File: src/rtl/mux_demux_pkg.sv
// rtl/mux_demux_pkg.sv - constants and types shared by the TDM mux and demux
package mux_demux_pkg;

    localparam int NUM_CH = 16;
    localparam int SEL_W  = $clog2(NUM_CH);

    typedef logic [SEL_W-1:0] slot_t;

    typedef enum logic [0:0] {
        IDLE    = 1'b0,
        COLLECT = 1'b1
    } state_t;

endpackage

File: src/rtl/tdm_out_buf.sv
// rtl/tdm_out_buf.sv - one-entry valid/ready holding register for rebuilt frames
module tdm_out_buf #(
    parameter int W = 16
) (
    input  logic         clk,
    input  logic         rst_n,
    input  logic         i_load,
    input  logic [W-1:0] i_load_data,
    input  logic         i_ready,
    output logic         o_valid,
    output logic [W-1:0] o_data,
    output logic         o_overflow,
    output logic         o_drop
);

    logic         r_valid;
    logic [W-1:0] r_data;
    logic         r_overflow;
    logic         w_free;

    // The slot is free when empty or being drained this very cycle.
    assign w_free = !r_valid || i_ready;
    assign o_drop = i_load && !w_free;

    always_ff @(posedge clk or negedge rst_n) begin
        if (!rst_n) begin
            r_valid    <= 1'b0;
            r_data     <= '0;
            r_overflow <= 1'b0;
        end else begin
            r_overflow <= o_drop;
            if (i_load && w_free) begin
                r_valid <= 1'b1;
                r_data  <= i_load_data;
            end else if (i_ready) begin
                r_valid <= 1'b0;
            end
        end
    end

    assign o_valid    = r_valid;
    assign o_data     = r_data;
    assign o_overflow = r_overflow;

endmodule

File: src/rtl/tdm_demux_16ch_s4.sv
// rtl/tdm_demux_16ch_s4.sv - 1:16 TDM demultiplexer with slot checking and one-frame output buffer
module tdm_demux_16ch_s4
    import mux_demux_pkg::*;
#(
    parameter int NUM_CH    = mux_demux_pkg::NUM_CH,
    parameter int SEL_W     = mux_demux_pkg::SEL_W,
    parameter int ERR_CNT_W = 8
) (
    input  logic                 clk,
    input  logic                 rst_n,
    input  logic                 in_valid,
    input  logic                 in_data,
    input  logic [SEL_W-1:0]     in_sel,
    input  logic                 in_sof,
    output logic                 out_valid,
    input  logic                 out_ready,
    output logic [NUM_CH-1:0]    out_data,
    output logic                 frame_err,
    output logic                 overflow,
    output logic [ERR_CNT_W-1:0] err_cnt
);

    state_t                r_state;
    slot_t                 r_exp_ch;
    logic [NUM_CH-1:0]     r_shadow;
    logic                  r_frame_err;
    logic [ERR_CNT_W-1:0]  r_err_cnt;

    state_t                w_next_state;
    slot_t                 w_next_exp;
    slot_t                 w_wr_idx;
    logic                  w_we;
    logic                  w_ferr;
    logic                  w_complete;
    logic                  w_sof0;
    logic                  w_drop;
    logic [NUM_CH-1:0]     w_frame;
    logic [ERR_CNT_W:0]    w_err_sum;

    assign w_sof0 = in_sof && (in_sel == '0);

    always_comb begin
        w_next_state = r_state;
        w_next_exp   = r_exp_ch;
        w_wr_idx     = r_exp_ch;
        w_we         = 1'b0;
        w_ferr       = 1'b0;
        w_complete   = 1'b0;
        if (in_valid) begin
            case (r_state)
                IDLE: begin
                    if (w_sof0) begin
                        w_we         = 1'b1;
                        w_wr_idx     = '0;
                        w_next_exp   = slot_t'(1);
                        w_next_state = COLLECT;
                    end
                end
                COLLECT: begin
                    if (!in_sof && (in_sel == r_exp_ch)) begin
                        w_we = 1'b1;
                        if (r_exp_ch == slot_t'(NUM_CH - 1)) begin
                            w_complete   = 1'b1;
                            w_next_exp   = '0;
                            w_next_state = IDLE;
                        end else begin
                            w_next_exp = r_exp_ch + 1'b1;
                        end
                    end else if (w_sof0) begin
                        // Early start-of-frame: resynchronise onto the new frame.
                        w_ferr     = 1'b1;
                        w_we       = 1'b1;
                        w_wr_idx   = '0;
                        w_next_exp = slot_t'(1);
                    end else begin
                        w_ferr       = 1'b1;
                        w_next_exp   = '0;
                        w_next_state = IDLE;
                    end
                end
                default: w_next_state = IDLE;
            endcase
        end
    end

    // The final bit rides straight into the buffer alongside the shadow contents.
    always_comb begin
        w_frame             = r_shadow;
        w_frame[NUM_CH-1]   = in_data;
    end

    assign w_err_sum = {1'b0, r_err_cnt} + (ERR_CNT_W+1)'(w_ferr) + (ERR_CNT_W+1)'(w_drop);

    always_ff @(posedge clk or negedge rst_n) begin
        if (!rst_n) begin
            r_state     <= IDLE;
            r_exp_ch    <= '0;
            r_shadow    <= '0;
            r_frame_err <= 1'b0;
            r_err_cnt   <= '0;
        end else begin
            r_state     <= w_next_state;
            r_exp_ch    <= w_next_exp;
            r_frame_err <= w_ferr;
            if (w_we) begin
                r_shadow[w_wr_idx] <= in_data;
            end
            r_err_cnt <= w_err_sum[ERR_CNT_W] ? '1 : w_err_sum[ERR_CNT_W-1:0];
        end
    end

    tdm_out_buf #(
        .W (NUM_CH)
    ) u_out_buf (
        .clk         (clk),
        .rst_n       (rst_n),
        .i_load      (w_complete),
        .i_load_data (w_frame),
        .i_ready     (out_ready),
        .o_valid     (out_valid),
        .o_data      (out_data),
        .o_overflow  (overflow),
        .o_drop      (w_drop)
    );

    assign frame_err = r_frame_err;
    assign err_cnt   = r_err_cnt;

endmodule

File: config.mk
export PLATFORM = sky130hd
export DESIGN_NAME = tdm_demux_16ch_s4
export DESIGN_NICKNAME = d
export VERILOG_FILES = /design/src/rtl/mux_demux_pkg.sv /design/src/rtl/tdm_out_buf.sv /design/src/rtl/tdm_demux_16ch_s4.sv
export SDC_FILE = /design/constraint.sdc
export NUM_CORES = 1
export LEC_CHECK = 0
export ABC_AREA = 1
export BUFFER_PORTS_ARGS = -buffer_cell sky130_fd_sc_hd__buf_2
export CORE_MARGIN = 4
export CORE_UTILIZATION = 45
export DETAILED_ROUTE_END_ITERATION = 7
export PLACE_DENSITY_LB_ADDON = 0.12
export SKIP_LAST_GASP = 1
export SYNTH_ARGS = -nofsm -noshare
export SYNTH_HDL_FRONTEND = slang
export SYNTH_SLANG_ARGS = --single-unit
File: constraint.sdc
create_clock -name clk -period 2.4 [get_ports clk]
set_clock_uncertainty 0.1 [all_clocks]
set_input_delay 0.48 -clock clk [delete_from_list [all_inputs] [get_ports clk]]
set_output_delay 0.48 -clock clk [all_outputs]
set_load 0.03 [all_outputs]
==> out/metrics.cfg, run 1 <==
[power]
ir_drop_mv=0.370
switching_share=0.330
switchingPower_uw=607
pwr-share-comb=0.230
internal_power_uw=1240
sequentialPowerShare=0.495
leakage_uw=0.00162
powerDensity_nw_per_um2=653
pwr-share-clk=0.275

[setup_path]
r2r_end=err_cnt[4]
rr_startpoint=r_exp_ch[2]
cp-endpoint=err_cnt[4]
worstPathRequired_ns=2.52
cpPeakStageDelay_ns=0.43
start_kind=register
cp_num_buf_inv=2
reg2reg_depth=13
worstPathArrival_ns=2.37
critical-path-top-delay-family=simple AND/OR/NAND/NOR gates
worstPathMaxFanout=6
worstSetupEndpointType=register
slowest_stage=dfrtp_2
crit_start=r_exp_ch[2]
cp_cell_sequence=inv_2 > nand2_1 > nand2_1 > nor2_4 > nand4_1 > nor3_2 > fa_2 > nand2_1 > inv_1 > nand2_2 > nor2_1 > nand2_2 > o21ai_0
worstSetupPathDepth=13
worstSetupPathType=register to register
reg2reg_slack_ns=0.15
cp_common_cell=nand2_1

[synthesis]
synth_top_family_by_area=simple AND/OR/NAND/NOR gates
yosys_warnings=0
synth.distinct_cells=28
yosys.area_share.adder=0.0139
avgSynthCellArea_um2=7.95
syn_area_um2=2340
async_flop_share=1.00
ys_seq_area_frac=0.502
synth_compound_area_frac=0.0299
synth_nets=307
syn_inst=295
synth_edf_count=0
synthXorXnorAreaFrac=0.00747
synthSimpleGateAreaFrac=0.376
ys_seq_elements=47
yosys-mux-area-fraction=0
synth_ff_type=dfrtp_1

[grt]
antenna_found_initial=0
grt_pass1_wl_um=8580
grt_usage=0.173
overflow=0
grt_max_degree=29
first_global_vias=1854

[detailed_routing]
top_layer_used=met4
firstDrtPassIters=4
routedWlPerCell_um=12.0
met2_length_um=2330
drtAntennaViolNets=0
vias=2042
wl_met1_um=2310
drt_iter0_drc=124
met3WireLength_um=292
viasPerCell=4.91
drc_errors=0
routed_wl_um=5010

[finish]
syn_to_final_growth_pct=20.3
multi_input_area_um2=1030
final_layout_size_suffix_gt1_frac=0.243
regArea_um2=1180
nFillCells=529
diodes=0
fin_cells=416
final_cell_mix=nand2_1 (108), dfrtp_1 (45), buf_2 (36), nand3_1 (24)
nets=357
layout_commonest_cell=nand2_1

[clock_network]
clkTransAtPathRegs_ns=0.09
clock-root-buffer=clkbuf_8
h-tree-depth=2
clock_path_buffers=2
cts_made_buffers=5
cts.sinks=47
postCtsHoldBufs=0
clk_latency_ns=0.30
cts_tree=yes

[worst_hold_path]
hold_path_class=primary input to asynchronous set/reset pin

[timing]
hold_viol=0
worst_slew_pin_slew_ns=0.561
fin_crit_sh=0.936
rsz0062_at_grt=true
relSlewSlack=0.626
finalCriticalPeriod_ns=2.25
fmax_mhz=445
timing.hold.ws_ns=0.0547
finalSetupViolCount=0
drv_slew=0
finalSetupTns_ns=0

[floorplan]
die_h_um=80.2
die_area_um2=6430
io_pins=37
die_w_um=80.2
initial_utilization=0.462
core.rowCount=26
core-area_um2=5070

[job]
drv_cap=0

[outcome]
status=finished clean

[placed_design]
numPortBuffers=36
dp_cells=404
gp_congestion=0.839
place_hpwl_um=3600

[power groups by stage]
stage | logic (uW) | registers (uW) | clock network (uW)
floorplan | 242 | 947 | 0
global placement | 393 | 926 | 0
detailed placement | 400 | 925 | 0
CTS | 400 | 912 | 521
global route | 482 | 923 | 558
finish | 424 | 911 | 507
[registers in the layout, summed over array words and instances (netlist names)]
signal and flops:
u_out_buf.o_data 16, r_shadow 15, err_cnt 8, r_exp_ch 4, frame_err 1, r_state 1
u_out_buf.o_overflow 1, u_out_buf.o_valid 1
[final cells by class]
class	count	share of cell area
Inverter	27	0.0359
Multi-Input combinational cell	210	0.365
Clock buffer	7	0.0306
Timing Repair Buffer	54	0.116
Sequential cell	47	0.418
Clock inverter	1	0.00310
Tap cell	70	0.0310
[repair_timing]
action / 4_1_cts / 5_1_grt
endpoints found under the setup margin: 7 / 7
resized for setup: 2 / 8
hold endpoints to repair: 0 / 0
cloned: 0 / 0
setup buffers: 0 / 4
pin swaps: 0 / 3
[worst min path at each step]
stage               slack (ns)                 start  depth (start not counted)                   end
floorplan                 0.08                 rst_n                          0            err_cnt[0]
global placement          0.35   u_out_buf.o_data[1]                          2   u_out_buf.o_data[1]
detailed placement        0.35  u_out_buf.o_data[15]                          2  u_out_buf.o_data[15]
CTS                       0.06                 rst_n                          1  u_out_buf.o_data[14]
global route              0.08                 rst_n                          1  u_out_buf.o_data[14]
finish                    0.05                 rst_n                          1  u_out_buf.o_data[14]
[synthesized netlist by cell type, types with 3 or more instances]
master      n  area, um2
buf_4       4       30.0
inv_1      22       82.6
clkbuf_1    3       11.3
nand2_2     3       18.8
nand3_1    24        120
nand4_1    22        138
inv_2       5       18.8
o21ai_0    10       50.1
dfrtp_1    47       1180
nand2_1   112        420
nor2_1     23       86.3
[per-stage QoR]
step	utilization	cell area (um2)	worst slack, ns	power, uW
floorplan	-	2350	0.0263	1190
global placement	0.526	2670	0.0348	1320
detailed placement	0.526	2670	-0.175	1320
CTS	0.546	2770	0.0700	1830
global route	0.556	2820	-0.0353	1960
finish	0.556	2820	0.154	1840
[routing by layer]
| metal | vias up | global-route usage |
|---|---|---|
| met1 | 939 | 0.224 |
| met3 | 6 | 0.0426 |
| met5 | - | 0 |
| li1 | 1048 | - |
| met2 | 49 | 0.280 |
| met4 | 0 | 0.0608 |
[kinds of logic (layout without fill, tap and decap cells)]
group	Yosys count	count (layout)
and+or+nand+nor	193	193
AOI/OAI and AO/OA	13	13
buffers and inverters	38	89
xor gates and xnor gates	2	2
adders and majority gates	2	2
DFF	47	47
(Power assumes the default switching activity.)
==> run 2: changes to the inputs <==
--- a/config.mk
+++ b/config.mk
@@ -7,6 +7,7 @@
 export LEC_CHECK = 0
 export ABC_AREA = 1
 export BUFFER_PORTS_ARGS = -buffer_cell sky130_fd_sc_hd__buf_2
+export CORE_ASPECT_RATIO = 0.5
 export CORE_MARGIN = 4
 export CORE_UTILIZATION = 45
 export DETAILED_ROUTE_END_ITERATION = 7
==> run 2 against run 1 <==
Power decreased by 1.1%. Utilization increased by 0.39 points. Critical path depth unchanged. Cell area decreased by 1.2%. Maximum frequency increased by 0.77%. Non-clock buffer count decreased by 2. Die area increased by 1.1%. Global-route usage increased by 1.6 points. Combinational power decreased by 2%. Routed wire length increased by 8.4%. Critical path type unchanged. Highest routed layer unchanged.
==> out/metrics.cfg, run 2 (synthesis results as in run 1) <==
[clock_network]
clock_path_buffers=2  ; unchanged
postCtsHoldBufs=0  ; unchanged
clock-root-buffer=clkbuf_8
h-tree-depth=2  ; unchanged
cts.sinks=47  ; unchanged
cts_tree=yes
cts_made_buffers=5  ; unchanged
clkTransAtPathRegs_ns=0.09  ; about the same
clk_latency_ns=0.30  ; about the same

[timing]
rsz0062_at_grt=true
hold_viol=0  ; unchanged
drv_slew=0  ; unchanged
fin_crit_sh=0.929  ; -0.00718
finalSetupViolCount=0  ; unchanged
setup_ws_ns=0.171  ; +0.0172 ns
finalCriticalPeriod_ns=2.23  ; -0.0172 ns
timing.hold.ws_ns=0.0868  ; +0.0321 ns
fmax_mhz=449  ; +0.77%
worst_slew_pin_slew_ns=0.623  ; +0.0617 ns
relSlewSlack=0.585  ; -0.0411

[floorplan]
io_pins=37  ; unchanged
die_h_um=59.0  ; -26%
die_area_um2=6500  ; +1.1%
initial_utilization=0.471  ; +0.00906
die_w_um=110  ; +37%
core.rowCount=18  ; -31%
core-area_um2=4980  ; -1.9%

[setup_path]
critical-path-top-delay-family=simple AND/OR/NAND/NOR gates
rr_startpoint=r_exp_ch[0]
worstSetupEndpointType=register
worstPathMaxFanout=4  ; -2
worstPathArrival_ns=2.33  ; -0.04 ns
r2r_end=err_cnt[6]
reg2reg_slack_ns=0.17  ; +0.02 ns
cpPeakStageDelay_ns=0.43  ; about the same
worstPathRequired_ns=2.50  ; -0.02 ns
cp_num_buf_inv=3  ; +1
cp_cell_sequence=ha_1 > nand2_1 > nor2_4 > inv_1 > nor3_2 > fa_1 > nand2_1 > inv_1 > nand2_2 > nor2_2 > and3_1 > o21ai_1 > inv_1
worstSetupPathType=register to register
cp_common_cell=inv_1
reg2reg_depth=13  ; unchanged
start_kind=register
slowest_stage=dfrtp_1

[detailed_routing]
vias=2027  ; -0.73%
firstDrtPassIters=4  ; unchanged
routedWlPerCell_um=13.1  ; +8.9%
drt_iter0_drc=186  ; +50%
routed_wl_um=5430  ; +8.4%
viasPerCell=4.90  ; -0.26%
drc_errors=0  ; unchanged
drtAntennaViolNets=0  ; unchanged

[grt]
antenna_found_initial=0  ; unchanged
grt_max_degree=29  ; unchanged
grt_usage=0.189  ; +0.0163
first_global_vias=1940  ; +4.6%
grt_pass1_wl_um=9360  ; +9.1%
overflow=0  ; unchanged

[finish]
final_cell_mix=nand2_1 (110), dfrtp_1 (45), buf_2 (36), nand3_1 (24)
final_layout_size_suffix_gt1_frac=0.233  ; -0.0102
layout_commonest_cell=nand2_1
fin_util=0.560  ; +0.00386
diodes=0  ; unchanged
syn_to_final_growth_pct=18.8
largest_register_ffs=16  ; unchanged
nets=355  ; -0.56%

[power]
powerDensity_nw_per_um2=654  ; +0.17%
ir_drop_mv=0.281  ; -24%
leakage_uw=0.00161  ; -1.0%

[placed_design]
gp_congestion=0.867  ; +3.4%
numPortBuffers=36  ; unchanged
place_hpwl_um=4080  ; +14%
dp_worst_setup_slack_ns=-0.132  ; +0.0432 ns

[job]
drv_cap=0  ; unchanged

[worst_hold_path]
hold_path_class=primary input to asynchronous set/reset pin

[outcome]
status=finished clean

## run 2: how the worst max path moves through the flow
| stage | from | end | slack [ns] | cells after the start |
|---|---|---|---|---|
| 2_1_floorplan | r_exp_ch[0] | err_cnt[5] | 0.03 | 12 |
| 3_3_place_gp | r_exp_ch[2] | err_cnt[6] | 0.04 | 15 |
| 3_5_place_dp | in_sel[3] | err_cnt[5] | -0.13 | 14 |
| 4_1_cts | r_exp_ch[2] | err_cnt[5] | 0.09 | 13 |
| 5_1_grt | r_exp_ch[0] | err_cnt[5] | -0.02 | 12 |
| 6_report | r_exp_ch[0] | err_cnt[6] | 0.17 | 13 |
## run 2: routing by layer
| metal | GRT usage | vias to the layer above | part of all wire |
|---|---|---|---|
| met1 | 0.280 | 935 | 0.54 |
| li1 | - | 1037 | - |
| met5 | 0 | - | 0 |
| met4 | 0.0586 | 0 | 0.013 |
| met3 | 0.0424 | 7 | 0.053 |
| met2 | 0.277 | 48 | 0.40 |
## run 2: area by class of cell
| cell class | count | area (um2) |
|---|---|---|
| fillers | 486 | 2190 |
| flip-flops and latches | 47 | 1180 |
| multi-input cells | 210 | 1020 |
| repair buffers | 52 | 300 |
| inverters | 27 | 101 |
| well taps | 70 | 87.6 |
| clock buffers | 7 | 86.3 |
| clock inverters | 1 | 8.76 |
## run 2: timing repair
item / in CTS / in global routing
setup endpoints to repair: 3 / 4
gates resized for setup: 2 / 5
endpoints found under the hold margin: 0 / 0
buffers inserted: 0 / 1
## run 2: worst reg2reg max path: stages, from the launching register on
cell and delay [ns]:
dfrtp_1 0.43, ha_1 0.23, nand2_1 0.13, nor2_4 0.04
inv_1 0.10, nor3_2 0.07, fa_1 0.40, nand2_1 0.09
inv_1 0.06, nand2_2 0.10, nor2_2 0.05, and3_1 0.16
o21ai_1 0.12, inv_1 0.05
## run 2: power by group
part / internal, uW / leakage [uW] / switching, uW
Combinational: 134 / 0.000925 / 283
Sequential: 850 / 0.000633 / 58.1
Clock: 236 / 0.0000484 / 261
## run 2: through the flow
stage,setup TNS (ns),power (uW),area (um2),cells
after floorplan,0,1190,2350,295
after global placement,0,1320,2670,405
after detailed placement,-0.257,1330,2670,405
after CTS,0,1840,2770,413
after global routing,-0.0521,1930,2790,414
final,0,1820,2790,414
